<file path="config.mk">
export PLATFORM = sky130hd
export DESIGN_NAME = memory_access_stage
export DESIGN_NICKNAME = d
export VERILOG_FILES = /design/src/rtl/memory_access_stage_pkg.sv /design/src/rtl/memory_access_stage_lane_align.sv /design/src/rtl/memory_access_stage.sv
export SDC_FILE = /design/constraint.sdc
export NUM_CORES = 1
export LEC_CHECK = 0
export CELL_PAD_IN_SITES_DETAIL_PLACEMENT = 1
export CELL_PAD_IN_SITES_GLOBAL_PLACEMENT = 2
export CORE_MARGIN = 2
export CORE_UTILIZATION = 25
export DETAILED_ROUTE_END_ITERATION = 10
export GPL_ROUTABILITY_DRIVEN = 0
export PLACE_DENSITY = 0.87
export SYNTH_ARGS = -nofsm -noshare
export SYNTH_HDL_FRONTEND = slang
export SYNTH_HIERARCHICAL = 1
export SYNTH_SLANG_ARGS = --single-unit
</file>
<file path="constraint.sdc">
create_clock -name clk -period 4.9 [get_ports clk]
set_input_delay 0.49 -clock clk [delete_from_list [all_inputs] [get_ports clk]]
set_output_delay 0.49 -clock clk [all_outputs]
set_load 0.005 [all_outputs]
</file>
<file path="src/rtl/memory_access_stage_pkg.sv">
// Shared types for the memory access pipeline stage: access sizes, FSM states,
// and the writeback payload structs. Optional trap: MEM_ACCESS_MISALIGN_TRAP_EN.
package memory_access_stage_pkg;

  localparam int DATA_W = 32;
  localparam int REG_W  = 5;

  typedef enum logic [1:0] {
    MEM_BYTE = 2'd0,
    MEM_HALF = 2'd1,
    MEM_WORD = 2'd2
  } mem_size_t;

  typedef enum logic [1:0] {
    ST_IDLE      = 2'd0,
    ST_REQ       = 2'd1,
    ST_WAIT_RESP = 2'd2
  } mem_state_t;

  typedef struct packed {
    logic             wEnable;
    logic [REG_W-1:0] rdAddr;
  } RD_CTRL;

  typedef struct packed {
    logic [DATA_W-1:0] pc;
    logic [DATA_W-1:0] alu_result;
    logic [DATA_W-1:0] r_data;
    logic              is_load;
    RD_CTRL            rdCtrl;
  } MEMORY_ACCESS_STAGE;

  // Half must be 2-byte aligned, word 4-byte aligned; the reserved size
  // encoding is handled as a word.
  function automatic logic is_misaligned(input mem_size_t size, input logic [1:0] off);
    case (size)
      MEM_BYTE: is_misaligned = 1'b0;
      MEM_HALF: is_misaligned = off[0];
      default:  is_misaligned = (off != 2'b00);
    endcase
  endfunction

endpackage

</file>
<file path="src/rtl/memory_access_stage_lane_align.sv">
// Combinational byte-lane logic: store replication and byte enables, plus
// load-lane extraction with sign/zero extension.
module mem_lane_align
  import memory_access_stage_pkg::*;
(
  input  mem_size_t          i_size,
  input  logic [1:0]         i_off,
  input  logic               i_unsigned,
  input  logic [DATA_W-1:0]  i_store_data,
  input  logic [DATA_W-1:0]  i_rdata,
  output logic [3:0]         o_be,
  output logic [DATA_W-1:0]  o_wdata,
  output logic [DATA_W-1:0]  o_load_data
);

  logic [7:0]  w_byte;
  logic [15:0] w_half;

  // Halfword lane selection uses only off[1]; off[0] is ignored so a
  // misaligned half still lands on a legal lane pair.
  assign w_byte = i_rdata[{i_off, 3'b000} +: 8];
  assign w_half = i_rdata[{i_off[1], 4'b0000} +: 16];

  always_comb begin
    o_be        = 4'b1111;
    o_wdata     = i_store_data;
    o_load_data = i_rdata;
    case (i_size)
      MEM_BYTE: begin
        o_be        = 4'b0001 << i_off;
        o_wdata     = {4{i_store_data[7:0]}};
        o_load_data = i_unsigned ? {24'b0, w_byte} : {{24{w_byte[7]}}, w_byte};
      end
      MEM_HALF: begin
        o_be        = i_off[1] ? 4'b1100 : 4'b0011;
        o_wdata     = {2{i_store_data[15:0]}};
        o_load_data = i_unsigned ? {16'b0, w_half} : {{16{w_half[15]}}, w_half};
      end
      default: begin
        o_be        = 4'b1111;
        o_wdata     = i_store_data;
        o_load_data = i_rdata;
      end
    endcase
  end

endmodule

</file>
<file path="src/rtl/memory_access_stage.sv">
// Memory access stage: one dmem transaction per load/store, result registered
// for writeback. Optional misaligned-access trap: MEM_ACCESS_MISALIGN_TRAP_EN.
module memory_access_stage
  import memory_access_stage_pkg::*;
#(
  parameter int XLEN       = 32,
  parameter int REG_ADDR_W = 5
) (
  input  logic                  clk,
  input  logic                  rst,
  input  logic                  ex_valid,
  input  logic [XLEN-1:0]       ex_pc,
  input  logic [XLEN-1:0]       ex_alu_result,
  input  logic [XLEN-1:0]       ex_store_data,
  input  logic                  ex_is_load,
  input  logic                  ex_is_store,
  input  logic [1:0]            ex_mem_size,
  input  logic                  ex_mem_unsigned,
  input  logic                  ex_rd_wen,
  input  logic [REG_ADDR_W-1:0] ex_rd_addr,
  output logic                  stall_out,
  output logic                  dmem_req,
  output logic                  dmem_we,
  output logic [XLEN-1:0]       dmem_addr,
  output logic [XLEN-1:0]       dmem_wdata,
  output logic [3:0]            dmem_be,
  input  logic                  dmem_ready,
  input  logic                  dmem_rvalid,
  input  logic [XLEN-1:0]       dmem_rdata,
  output logic                  wb_valid,
  output logic [XLEN-1:0]       wb_pc,
  output logic [XLEN-1:0]       wb_alu_result,
  output logic [XLEN-1:0]       wb_r_data,
  output logic                  wb_is_load,
  output logic                  wb_rd_wen,
  output logic [REG_ADDR_W-1:0] wb_rd_addr,
  output logic                  wb_misaligned,
  output logic [1:0]            dbg_state
);

  // dmem handshake: a request is transferred on a cycle where dmem_req and
  // dmem_ready are both high; address/we/be/wdata hold until then. Load data
  // is taken on any cycle dmem_rvalid is high while a load is outstanding.

  mem_state_t         r_state;
  MEMORY_ACCESS_STAGE r_wb;
  logic               r_wb_valid;
  logic               r_wb_misaligned;

  mem_size_t          w_size;
  logic               w_is_mem;
  logic               w_trap;
  logic               w_start_mem;
  logic               w_done_alu;
  logic               w_done_store;
  logic               w_done_load;
  logic               w_done;
  logic [3:0]         w_be;
  logic [XLEN-1:0]    w_wdata;
  logic [XLEN-1:0]    w_load_data;

  assign w_size   = mem_size_t'(ex_mem_size);
  assign w_is_mem = ex_is_load | ex_is_store;

`ifdef MEM_ACCESS_MISALIGN_TRAP_EN
  assign w_trap = w_is_mem & is_misaligned(w_size, ex_alu_result[1:0]);
`else
  assign w_trap = 1'b0;
`endif

  mem_lane_align u_align (
    .i_size       (w_size),
    .i_off        (ex_alu_result[1:0]),
    .i_unsigned   (ex_mem_unsigned),
    .i_store_data (ex_store_data),
    .i_rdata      (dmem_rdata),
    .o_be         (w_be),
    .o_wdata      (w_wdata),
    .o_load_data  (w_load_data)
  );

  assign w_start_mem  = (r_state == ST_IDLE) & ex_valid & w_is_mem & ~w_trap;
  assign w_done_alu   = (r_state == ST_IDLE) & ex_valid & (~w_is_mem | w_trap);
  assign w_done_store = (r_state == ST_REQ) & dmem_ready & ~ex_is_load;
  // Zero-wait memory: ready and rvalid together finish the load from REQ.
  assign w_done_load  = ((r_state == ST_REQ) & dmem_ready & dmem_rvalid & ex_is_load)
                      | ((r_state == ST_WAIT_RESP) & dmem_rvalid);
  assign w_done       = w_done_alu | w_done_store | w_done_load;

  // Stall releases in the completion cycle so execute advances at that edge.
  assign stall_out = ~rst & (w_start_mem
                   | ((r_state == ST_REQ) & ~(w_done_store | w_done_load))
                   | ((r_state == ST_WAIT_RESP) & ~dmem_rvalid));

  always_ff @(posedge clk) begin
    if (rst) begin
      r_state         <= ST_IDLE;
      r_wb            <= '0;
      r_wb_valid      <= 1'b0;
      r_wb_misaligned <= 1'b0;
    end else begin
      r_wb_valid            <= 1'b0;
      r_wb.rdCtrl.wEnable   <= 1'b0;
      case (r_state)
        ST_IDLE:      if (w_start_mem) r_state <= ST_REQ;
        ST_REQ:       if (dmem_ready)
                        r_state <= (ex_is_load & ~dmem_rvalid) ? ST_WAIT_RESP : ST_IDLE;
        ST_WAIT_RESP: if (dmem_rvalid) r_state <= ST_IDLE;
        default:      r_state <= ST_IDLE;
      endcase
      if (w_done) begin
        r_wb_valid          <= 1'b1;
        r_wb.pc             <= ex_pc;
        r_wb.alu_result     <= ex_alu_result;
        r_wb.r_data         <= w_done_load ? w_load_data : '0;
        r_wb.is_load        <= w_done_load;
        r_wb.rdCtrl.wEnable <= ex_rd_wen & ~w_trap;
        r_wb.rdCtrl.rdAddr  <= ex_rd_addr;
        r_wb_misaligned     <= w_trap;
      end
    end
  end

  assign dmem_req   = (r_state == ST_REQ);
  assign dmem_we    = ex_is_store & ~ex_is_load;
  assign dmem_addr  = {ex_alu_result[XLEN-1:2], 2'b00};
  assign dmem_wdata = w_wdata;
  assign dmem_be    = w_be;

  assign wb_valid      = r_wb_valid;
  assign wb_pc         = r_wb.pc;
  assign wb_alu_result = r_wb.alu_result;
  assign wb_r_data     = r_wb.r_data;
  assign wb_is_load    = r_wb.is_load;
  assign wb_rd_wen     = r_wb.rdCtrl.wEnable & r_wb_valid;
  assign wb_rd_addr    = r_wb.rdCtrl.rdAddr;
  assign wb_misaligned = r_wb_misaligned;
  assign dbg_state     = r_state;

endmodule

</file>
==> out/results.ini, run 1 <==
[finish]
layout-drive-gt1-share=0.0616
final_area_sq_um=9210
antennaDiodeCount=0
final_cell_count_no_fill=1196
nFillCells=2944
area_delta_synth_final_pct=39.0
num-nets-final=1000

[place]
place_inst=1180
numPortBuffers=318
post-place-ws_ns=1.46
post_dp_cell_area_sq_um=8920
dp_hpwl_microns=16500

[logic_synthesis]
cell_types_occupying_the_most_area_after_synthesis=dfxtp_1, buf_4, nand2b_1, mux2i_1, a22o_1
ys_seq_area_frac=0.320
postSynthAreaPerCell_sq_um=9.30
synth.cell_area_sq_um=6620
ys_types=41
synth_seq_cells=106
synth_flop_cell=dfxtp_1
cell_count_after_synthesis=712
synth_commonest_cells=buf_4, nand2b_1, dfxtp_1
yosys_warnings=6
synth_top_cell_by_area=dfxtp_1
yosysTopAreaCellShare=0.320
synth-edff-count=0
synth_most_common_cell=buf_4
synthArstFlopShare=0

[clock_tree]
cts.path.max_buffers=2
sinks_on_clock_net=106
cts.repair.resized=0
clockRootBuffer=clkbuf_16
path_clk_slew_ns=0.08
clock_insertion_delay_worst_skew_ns=0.35
cts_hold_bufs=0
number_of_cts_inserted_buffers=9
cts_tree=done
number_of_setup_buffers_added_after_cts=0
htreeDepth=3

[detailed_routing]
route.detailed.drc=0
drt_first_pass_iters=4
antenna_left=0
drt_iter0_markers=238
avgViaCountPerCell=4.43
post_detailed_route_wirelength_per_cell_microns=17.8
postRouteWirelength_microns=21300
route.vias.total=5297

[die]
rows=59
io_pins=322
initial_core_util=0.254
die_height_microns=167
core_area_sq_um=26100
die_x_microns=167
design.die.area_sq_um=27800

[power]
power.leakage_uw=0.00372
power_per_cell_area_nw_per_um2=238
ir_drop_mv=0.134

[sta]
maxSlewHeadroom=0.262
finalHoldViolCount=0
timing.final.max_slew_violations=0
timing.final.setup_violations=0
final_ws_setup_ns=1.59
unrepaired_setup_endpoints_after_global_routing=no
fmax_mhz=302
final_min_period_over_clock_period=0.676
fin_skew_ns=0.00808
finalSetupTns_ns=0
worst-slew-pin-transition_ns=1.10
min_period_ns=3.31

[worst_hold_path]
holdCritPathClass=reg2reg

[worst_setup_path]
critical_path.cell_chain=clkdlybuf4s50_1 -> buf_4 -> or2_1 -> mux2_2 -> clkdlybuf4s50_1
timing.setup.critical_path_class=in2out
worst_ep_required_time_ns=4.41
endpoint_kind=primary output
arrival_ns=2.82
worst-path-buf-inv=3
crit_path_max_incr_delay_ns=0.73
type_of_origin_of_the_critical_path=input pin
critical-path-top-delay-family=buffers and inverters
slowest_stage=or2_1
critical-path-top-cell-by-count=clkdlybuf4s50_1
critPathMaxFanout=17

[global_routing]
grt_pass1_vias=5557
grt_max_degree=138
grt_antenna_before_repair=0
grt_remaining_overflow=0
grt_first_pass_wirelength_microns=32600
globalRouteTotalUtil=0.149

[run]
max_cap_violations=0

[status]
outcome=finished clean

## final timing paths
check,from,end,slack [ns],cells past startpoint
setup reg to reg,dbg_state[1]$_SDFFE_PP0P_,wb_alu_result[22]$_SDFFE_PP0P_,2.03,5
setup / recovery,ex_mem_size[0],dmem_wdata[8],1.59,5
hold / removal,wb_is_load$_SDFFE_PP0P_,wb_is_load$_SDFFE_PP0P_,0.46,1
hold reg to reg,wb_is_load$_SDFFE_PP0P_,wb_is_load$_SDFFE_PP0P_,0.46,1
## layout by cell type (no fill, tap or decap), types with 2 or more instances in the layout
cell type,count
clkbuf_16,9
o21ai_0,9
o221ai_1,8
nor2b_1,22
mux2i_1,85
clkinvlp_4,2
and2_1,3
a22o_1,32
mux2_4,8
inv_1,4
buf_4,8
a221o_1,7
dfxtp_1,106
mux2_2,11
inv_6,2
o21bai_1,3
conb_1,3
a22oi_1,8
nor3_1,2
a21oi_1,3
nand2b_1,140
nand2_1,19
clkdlybuf4s50_1,316
nor2_1,12
o22ai_1,16
buf_2,2
## stage by stage
step / power [uW] / utilization / hold WS [ns]
3_5_place_dp: 1490 / 0.342 / 0.448
5_1_grt: 2320 / 0.353 / 0.484
6_report: 2190 / 0.353 / 0.460
3_3_place_gp: 1490 / 0.342 / 0.437
2_1_floorplan: 1240 / - / 0.450
4_1_cts: 2240 / 0.353 / 0.467
## cell type report
cell class | count | area (sq um) | area share
clock buffers | 10 | 239 | 0.0260
repair buffers | 326 | 3230 | 0.351
multi-input cells | 409 | 3130 | 0.340
inverters | 4 | 15.0 | 0.00163
well taps | 335 | 419 | 0.0455
clock inverters | 6 | 48.8 | 0.00530
flip-flops and latches | 106 | 2120 | 0.230
## worst reg2reg max path, cell delays in order (launching register included)
cell and delay, ns:
dfxtp_1 0.50, or4b_1 0.17, a21oi_1 0.13, a21oi_4 0.86, buf_4 0.81, mux2i_1 0.32
## flip-flops by register name (all words and copies together), names as in the netlist
name / count
wb_alu_result: 32
dbg_state: 2
wb_valid: 1
wb_rd_addr: 5
wb_r_data: 32
wb_pc: 32
wb_is_load: 1
r_wb: 1
## cell families after synthesis
kind of cell | synth area share
and+or+nand+nor | 0.187
buffers and inverters | 0.212
DFF | 0.320
muxes | 0.165
AOI/OAI and AO/OA | 0.115
other | 0.000566
## power by group
group	internal, uW	switching (uW)	leakage, uW
clock network	366	358	0.000137
logic	331	214	0.00272
registers	899	20.9	0.000861
## metal layers
metal | vias up | GRT usage | routed length [microns]
li1 | 2544 | - | -
met1 | 2463 | 0.175 | 8900
met2 | 271 | 0.249 | 9780
met3 | 19 | 0.0585 | 2040
met4 | 0 | 0.0510 | 554
met5 | - | 0 | 0
Note: power is estimated with default switching activity, not from simulation.
==> run 2: changes to the inputs <==
--- a/config.mk
+++ b/config.mk
@@ -8,10 +8,10 @@
 export CELL_PAD_IN_SITES_DETAIL_PLACEMENT = 1
 export CELL_PAD_IN_SITES_GLOBAL_PLACEMENT = 2
 export CORE_MARGIN = 2
-export CORE_UTILIZATION = 25
+export CORE_UTILIZATION = 21
 export DETAILED_ROUTE_END_ITERATION = 10
 export GPL_ROUTABILITY_DRIVEN = 0
-export PLACE_DENSITY = 0.87
+export PLACE_DENSITY = 0.78
 export SYNTH_ARGS = -nofsm -noshare
 export SYNTH_HDL_FRONTEND = slang
 export SYNTH_HIERARCHICAL = 1
==> constraint.sdc (replaced) <==
create_clock -name clk -period 2.9 [get_ports clk]
set_input_delay 0.29 -clock clk [delete_from_list [all_inputs] [get_ports clk]]
set_output_delay 0.29 -clock clk [all_outputs]
set_load 0.005 [all_outputs]
==> out/results.ini, run 2 (synthesis gave the netlist of run 1 again) <==
[worst_setup_path]
endpoint_kind=primary output
worst_ep_required_time_ns=2.61  ; -1.80 ns
timing.setup.critical_path_class=in2out
arrival_ns=2.09  ; -0.73 ns
type_of_origin_of_the_critical_path=input pin
ff2ff_setup_slack_ns=0.80  ; -1.23 ns
worst_r2r_path_depth=5  ; unchanged
critPathMaxFanout=9  ; -8

[finish]
nFillCells=3569  ; +21%
num-nets-final=1008  ; +0.80%
final_cell_count_no_fill=1271  ; +6.3%
seqCellArea_sq_um=2120  ; unchanged
most-common-layout-cells=clkdlybuf4s50_1, nand2b_1, dfxtp_1
area_delta_synth_final_pct=41.6
multiInputGateArea_sq_um=3130  ; unchanged
layout-drive-gt1-share=0.0690  ; +0.00749
layout_commonest_cell=clkdlybuf4s50_1
antennaDiodeCount=0  ; unchanged

[detailed_routing]
drt_first_pass_iters=4  ; unchanged
antenna_left=0  ; unchanged
wl_met2_microns=11300  ; +16%
routed.top_layer=met4
route.detailed.drc=0  ; unchanged
avgViaCountPerCell=4.19  ; -5.4%
total_length_of_routed_met3_wires_microns=2300  ; +13%
postRouteWirelength_microns=22600  ; +6.3%
wl_met1_microns=8880  ; -0.24%
post_detailed_route_wirelength_per_cell_microns=17.8  ; about the same
route.vias.total=5328  ; +0.59%
drt_iter0_markers=278  ; +17%

[sta]
final_min_period_over_clock_period=0.819
min_period_ns=2.38
fin_skew_ns=0.0144  ; +0.00635 ns
worst-slew-pin-transition_ns=0.654  ; -0.450 ns
maxSlewHeadroom=0.563  ; +0.301
finalHoldViolCount=0  ; unchanged
fmax_mhz=421
timing.final.max_slew_violations=0  ; unchanged
unrepaired_setup_endpoints_after_global_routing=no
finalSetupTns_ns=0  ; unchanged
timing.final.setup_violations=0  ; unchanged

[clock_tree]
cts.path.max_buffers=2  ; unchanged
clockRootBuffer=clkbuf_16
cts_tree=done
sinks_on_clock_net=106  ; unchanged
number_of_setup_buffers_added_after_cts=0  ; unchanged
clock_insertion_delay_worst_skew_ns=0.35  ; about the same
number_of_cts_inserted_buffers=9  ; unchanged
path_clk_slew_ns=0.08  ; about the same
cts_hold_bufs=0  ; unchanged
htreeDepth=3  ; unchanged
cts.repair.resized=0  ; unchanged

[place]
numPortBuffers=318  ; unchanged
place_inst=1255  ; +6.4%
dp_hpwl_microns=17700  ; +7.1%

[power]
p_seq_frac=0.419  ; about the same
power.leakage_uw=0.00377  ; +1.5%
power_per_cell_area_nw_per_um2=396  ; +66%
comb_power_share=0.254  ; +0.005
switching_share=0.276  ; +0.00503
power_switching_uw=1020  ; +73%
p_int_uw=2690  ; +68%
power.share.clock=0.327  ; -0.004
ir_drop_mv=0.225  ; +67%

[run]
max_cap_violations=0  ; unchanged

[global_routing]
grt_first_pass_wirelength_microns=33400  ; +2.4%
grt_remaining_overflow=0  ; unchanged
grt_max_degree=106  ; -23%
grt_pass1_vias=5536  ; -0.38%
globalRouteTotalUtil=0.133  ; -0.0166
grt_antenna_before_repair=0  ; unchanged

[die]
die_x_microns=182  ; +8.9%
io_pins=322  ; unchanged
initial_core_util=0.212  ; -0.0426
die_height_microns=182  ; +8.9%
rows=65  ; +10%
design.die.area_sq_um=33000  ; +19%
core_area_sq_um=31300  ; +20%

[worst_hold_path]
holdCritPathClass=in2reg
worst_hold_path.num_cells=2  ; +1

[status]
outcome=finished clean

-- run 2: metrics by stage --
step	total power [uW]	hold WS, ns	area (sq um)	worst slack, ns	utilization
after global routing	3930	0.408	9380	0.460	0.300
after detailed placement	2550	0.451	9100	0.448	0.291
after global placement	2540	0.445	9100	0.425	0.291
after CTS	3810	0.396	9380	0.501	0.300
after floorplan	2090	0.362	6630	1.17	-
final	3710	0.390	9380	0.524	0.300
-- run 2: final cells by class --
type | count | share of cell area
Clock buffer | 10 | 0.0244
Clock inverter | 6 | 0.00547
Inverter | 4 | 0.00160
Multi-Input combinational cell | 409 | 0.334
Sequential cell | 106 | 0.226
Tap cell | 402 | 0.0536
Timing Repair Buffer | 334 | 0.355
-- run 2: layer usage --
| metal | GRT usage | vias up |
|---|---|---|
| met5 | 0 | - |
| met4 | 0.0234 | 0 |
| met3 | 0.0552 | 8 |
| met2 | 0.241 | 257 |
| met1 | 0.145 | 2495 |
| li1 | - | 2568 |
-- run 2: path summary, 6_finish.rpt --
path,from,end
hold / removal,rst,dbg_state[0]$_SDFFE_PP0P_
setup / recovery,ex_mem_size[0],dmem_wdata[8]
hold reg to reg,wb_is_load$_SDFFE_PP0P_,wb_is_load$_SDFFE_PP0P_
setup reg to reg,dbg_state[1]$_SDFFE_PP0P_,wb_r_data[25]$_SDFFE_PP0P_
-- run 2: critical path, stage by stage --
cell and delay [ns]:
clkdlybuf4s50_1 0.50, or2_1 0.46, mux2_2 0.39, clkdlybuf4s50_1 0.44
-- run 2: power groups by stage --
stage	sequential (uW)	combinational (uW)	clock (uW)
2_1_floorplan	1580	513	0
3_3_place_gp	1590	951	0
3_5_place_dp	1590	957	0
4_1_cts	1560	962	1290
5_1_grt	1560	1010	1350
6_report	1550	944	1210
==> run 3: changes to the inputs <==
==> constraint.sdc (replaced) <==
create_clock -name clk -period 2.15 [get_ports clk]
set_input_delay 0.215 -clock clk [delete_from_list [all_inputs] [get_ports clk]]
set_output_delay 0.215 -clock clk [all_outputs]
set_load 0.005 [all_outputs]
==> out/results.ini, run 3 (synthesis gave the netlist of run 1 again) <==
[clock_tree]
sinks_on_clock_net=106  ; unchanged
cts.path.max_buffers=2  ; unchanged
path_clk_slew_ns=0.08  ; about the same
clockRootBuffer=clkbuf_16
cts_tree=done
number_of_cts_inserted_buffers=9  ; unchanged
clock_insertion_delay_worst_skew_ns=0.35  ; about the same
cts_hold_bufs=0  ; unchanged
htreeDepth=3  ; unchanged

[sta]
fin_skew_ns=0.0114  ; -0.00306 ns
hold-worst-slack_ns=0.387  ; -0.00282 ns
maxSlewHeadroom=0.602  ; +0.0386
fmax_mhz=483
timing.final.setup_violations=0  ; unchanged
final_ws_setup_ns=0.0807  ; -0.443 ns
timing.final.max_slew_violations=0  ; unchanged
unrepaired_setup_endpoints_after_global_routing=no
finalHoldViolCount=0  ; unchanged
final_min_period_over_clock_period=0.962
worst-slew-pin-transition_ns=0.594  ; -0.0598 ns
min_period_ns=2.07

[place]
numPortBuffers=318  ; unchanged
post-place-ws_ns=-0.0374  ; -0.485 ns
dp_hpwl_microns=17600  ; -0.40%

[global_routing]
grt_antenna_before_repair=0  ; unchanged
grt_use_met3=0.0546  ; -0.000602
grt_pass1_vias=5691  ; +2.8%
gr_util_met2=0.241  ; about the same
grt_use_met1=0.143  ; -0.00288
grt_first_pass_wirelength_microns=33600  ; +0.54%
grt_remaining_overflow=0  ; unchanged
globalRouteTotalUtil=0.132  ; -0.000191
grt_max_degree=133  ; +25%
grt.busiest_layer=met2

[die]
die_x_microns=182  ; unchanged
rows=65  ; unchanged
io_pins=322  ; unchanged
initial_core_util=0.212  ; unchanged
core_area_sq_um=31300  ; unchanged
design.die.area_sq_um=33000  ; unchanged
die_height_microns=182  ; unchanged

[finish]
num-nets-final=1020  ; +1.2%
layout-drive-gt1-share=0.0830  ; +0.0139
post-route-util=0.306  ; +0.00603
nFillCells=3608  ; +1.1%
most-common-layout-cells=clkdlybuf4s50_1, nand2b_1, dfxtp_1
antennaDiodeCount=0  ; unchanged
layout_commonest_cell=clkdlybuf4s50_1
area_delta_synth_final_pct=44.5

[worst_setup_path]
slowest_stage=clkdlybuf4s50_1
ff2ff_setup_slack_ns=0.43  ; -0.37 ns
type_of_origin_of_the_critical_path=input pin
crit_path_max_incr_delay_ns=0.46  ; -0.04 ns
endpoint_kind=primary output
r2r-start=dbg_state[1]$_SDFFE_PP0P_
critical-path-top-cell-by-count=clkdlybuf4s50_1
arrival_ns=1.85  ; -0.24 ns
worst_r2r_path_depth=6  ; +1
critPathMaxFanout=4  ; -5
rr_endpoint=wb_r_data[11]$_SDFFE_PP0P_
timing.setup.critical_path_class=in2out
worst_ep_required_time_ns=1.93  ; -0.68 ns
critical_path.cell_chain=clkdlybuf4s50_1 -> or2_1 -> buf_4 -> mux2_4 -> clkdlybuf4s50_1

[power]
p_total_uw=5070  ; +37%
power_per_cell_area_nw_per_um2=530  ; +34%
ir_drop_mv=0.308  ; +37%
power.leakage_uw=0.00386  ; +2.4%

[detailed_routing]
postRouteWirelength_microns=22400  ; -1.2%
avgViaCountPerCell=4.18  ; -0.19%
drt_first_pass_iters=4  ; unchanged
route.vias.total=5364  ; +0.68%
drt_iter0_markers=221  ; -21%
post_detailed_route_wirelength_per_cell_microns=17.4  ; -2.0%
route.detailed.drc=0  ; unchanged
antenna_left=0  ; unchanged

[worst_hold_path]
worst_hold_startpoint=rst
holdCritPathClass=in2reg
worst_hold_path.endpoint=dbg_state[0]$_SDFFE_PP0P_
worst_hold_path.num_cells=3  ; +1

[status]
outcome=finished clean

[run]
max_cap_violations=0  ; unchanged

## run 3: where the power goes
part           internal (uW)  total [uW]  switching [uW]
clock                    837        1660             821
sequential              2050        2100            47.2
combinational            808        1310             506
total                   3690        5070            1370
## run 3: cell type report
| class | instances | area [sq um] | area share |
|---|---|---|---|
| inverters | 4 | 15.0 | 0.00157 |
| repair buffers | 346 | 3510 | 0.367 |
| well taps | 402 | 503 | 0.0526 |
| clock inverters | 5 | 47.5 | 0.00497 |
| flip-flops and latches | 106 | 2120 | 0.222 |
| multi-input cells | 409 | 3130 | 0.328 |
| clock buffers | 10 | 239 | 0.0250 |
## run 3: worst max path at each step
stage | end | depth (start not counted) | startpoint | slack, ns
6_report | dmem_wdata[14] | 5 | ex_mem_size[0] | 0.08
5_1_grt | stall_out | 7 | ex_is_load | 0.02
4_1_cts | stall_out | 4 | dbg_state[0]$_SDFFE_PP0P_ | 0.02
3_5_place_dp | dmem_wdata[24] | 5 | ex_mem_size[0] | -0.04
3_3_place_gp | dmem_wdata[24] | 5 | ex_mem_size[0] | -0.03
2_1_floorplan | wb_r_data[10]$_SDFFE_PP0P_ | 6 | dbg_state[1]$_SDFFE_PP0P_ | 0.42
## run 3: per-stage QoR
step | cells | setup TNS [ns] | cell area, sq um
finish | 1282 | 0 | 9570
global route | 1282 | 0 | 9570
CTS | 1282 | 0 | 9560
detailed placement | 1267 | -0.0374 | 9280
global placement | 1267 | -0.0306 | 9280
floorplan | 714 | 0 | 6630
## run 3: timing repair
item / CTS / global route
endpoints found under the setup margin: 1 / 1
resized for setup: 1 / 1
setup buffers: 0 / 0
## run 3: worst max-delay path: cells and delay by family
kind	cells	cell delay, ns
buf+inv	3	1.08
mux	1	0.29
simple gates	1	0.26
## run 3: routing by layer
metal | wire [microns] | up-vias | part of all wire
met3 | 2300 | 14 | 0.10
li1 | - | 2590 | -
met2 | 11000 | 248 | 0.49
met4 | 238 | 0 | 0.011
met5 | 0 | - | 0
met1 | 8780 | 2512 | 0.39
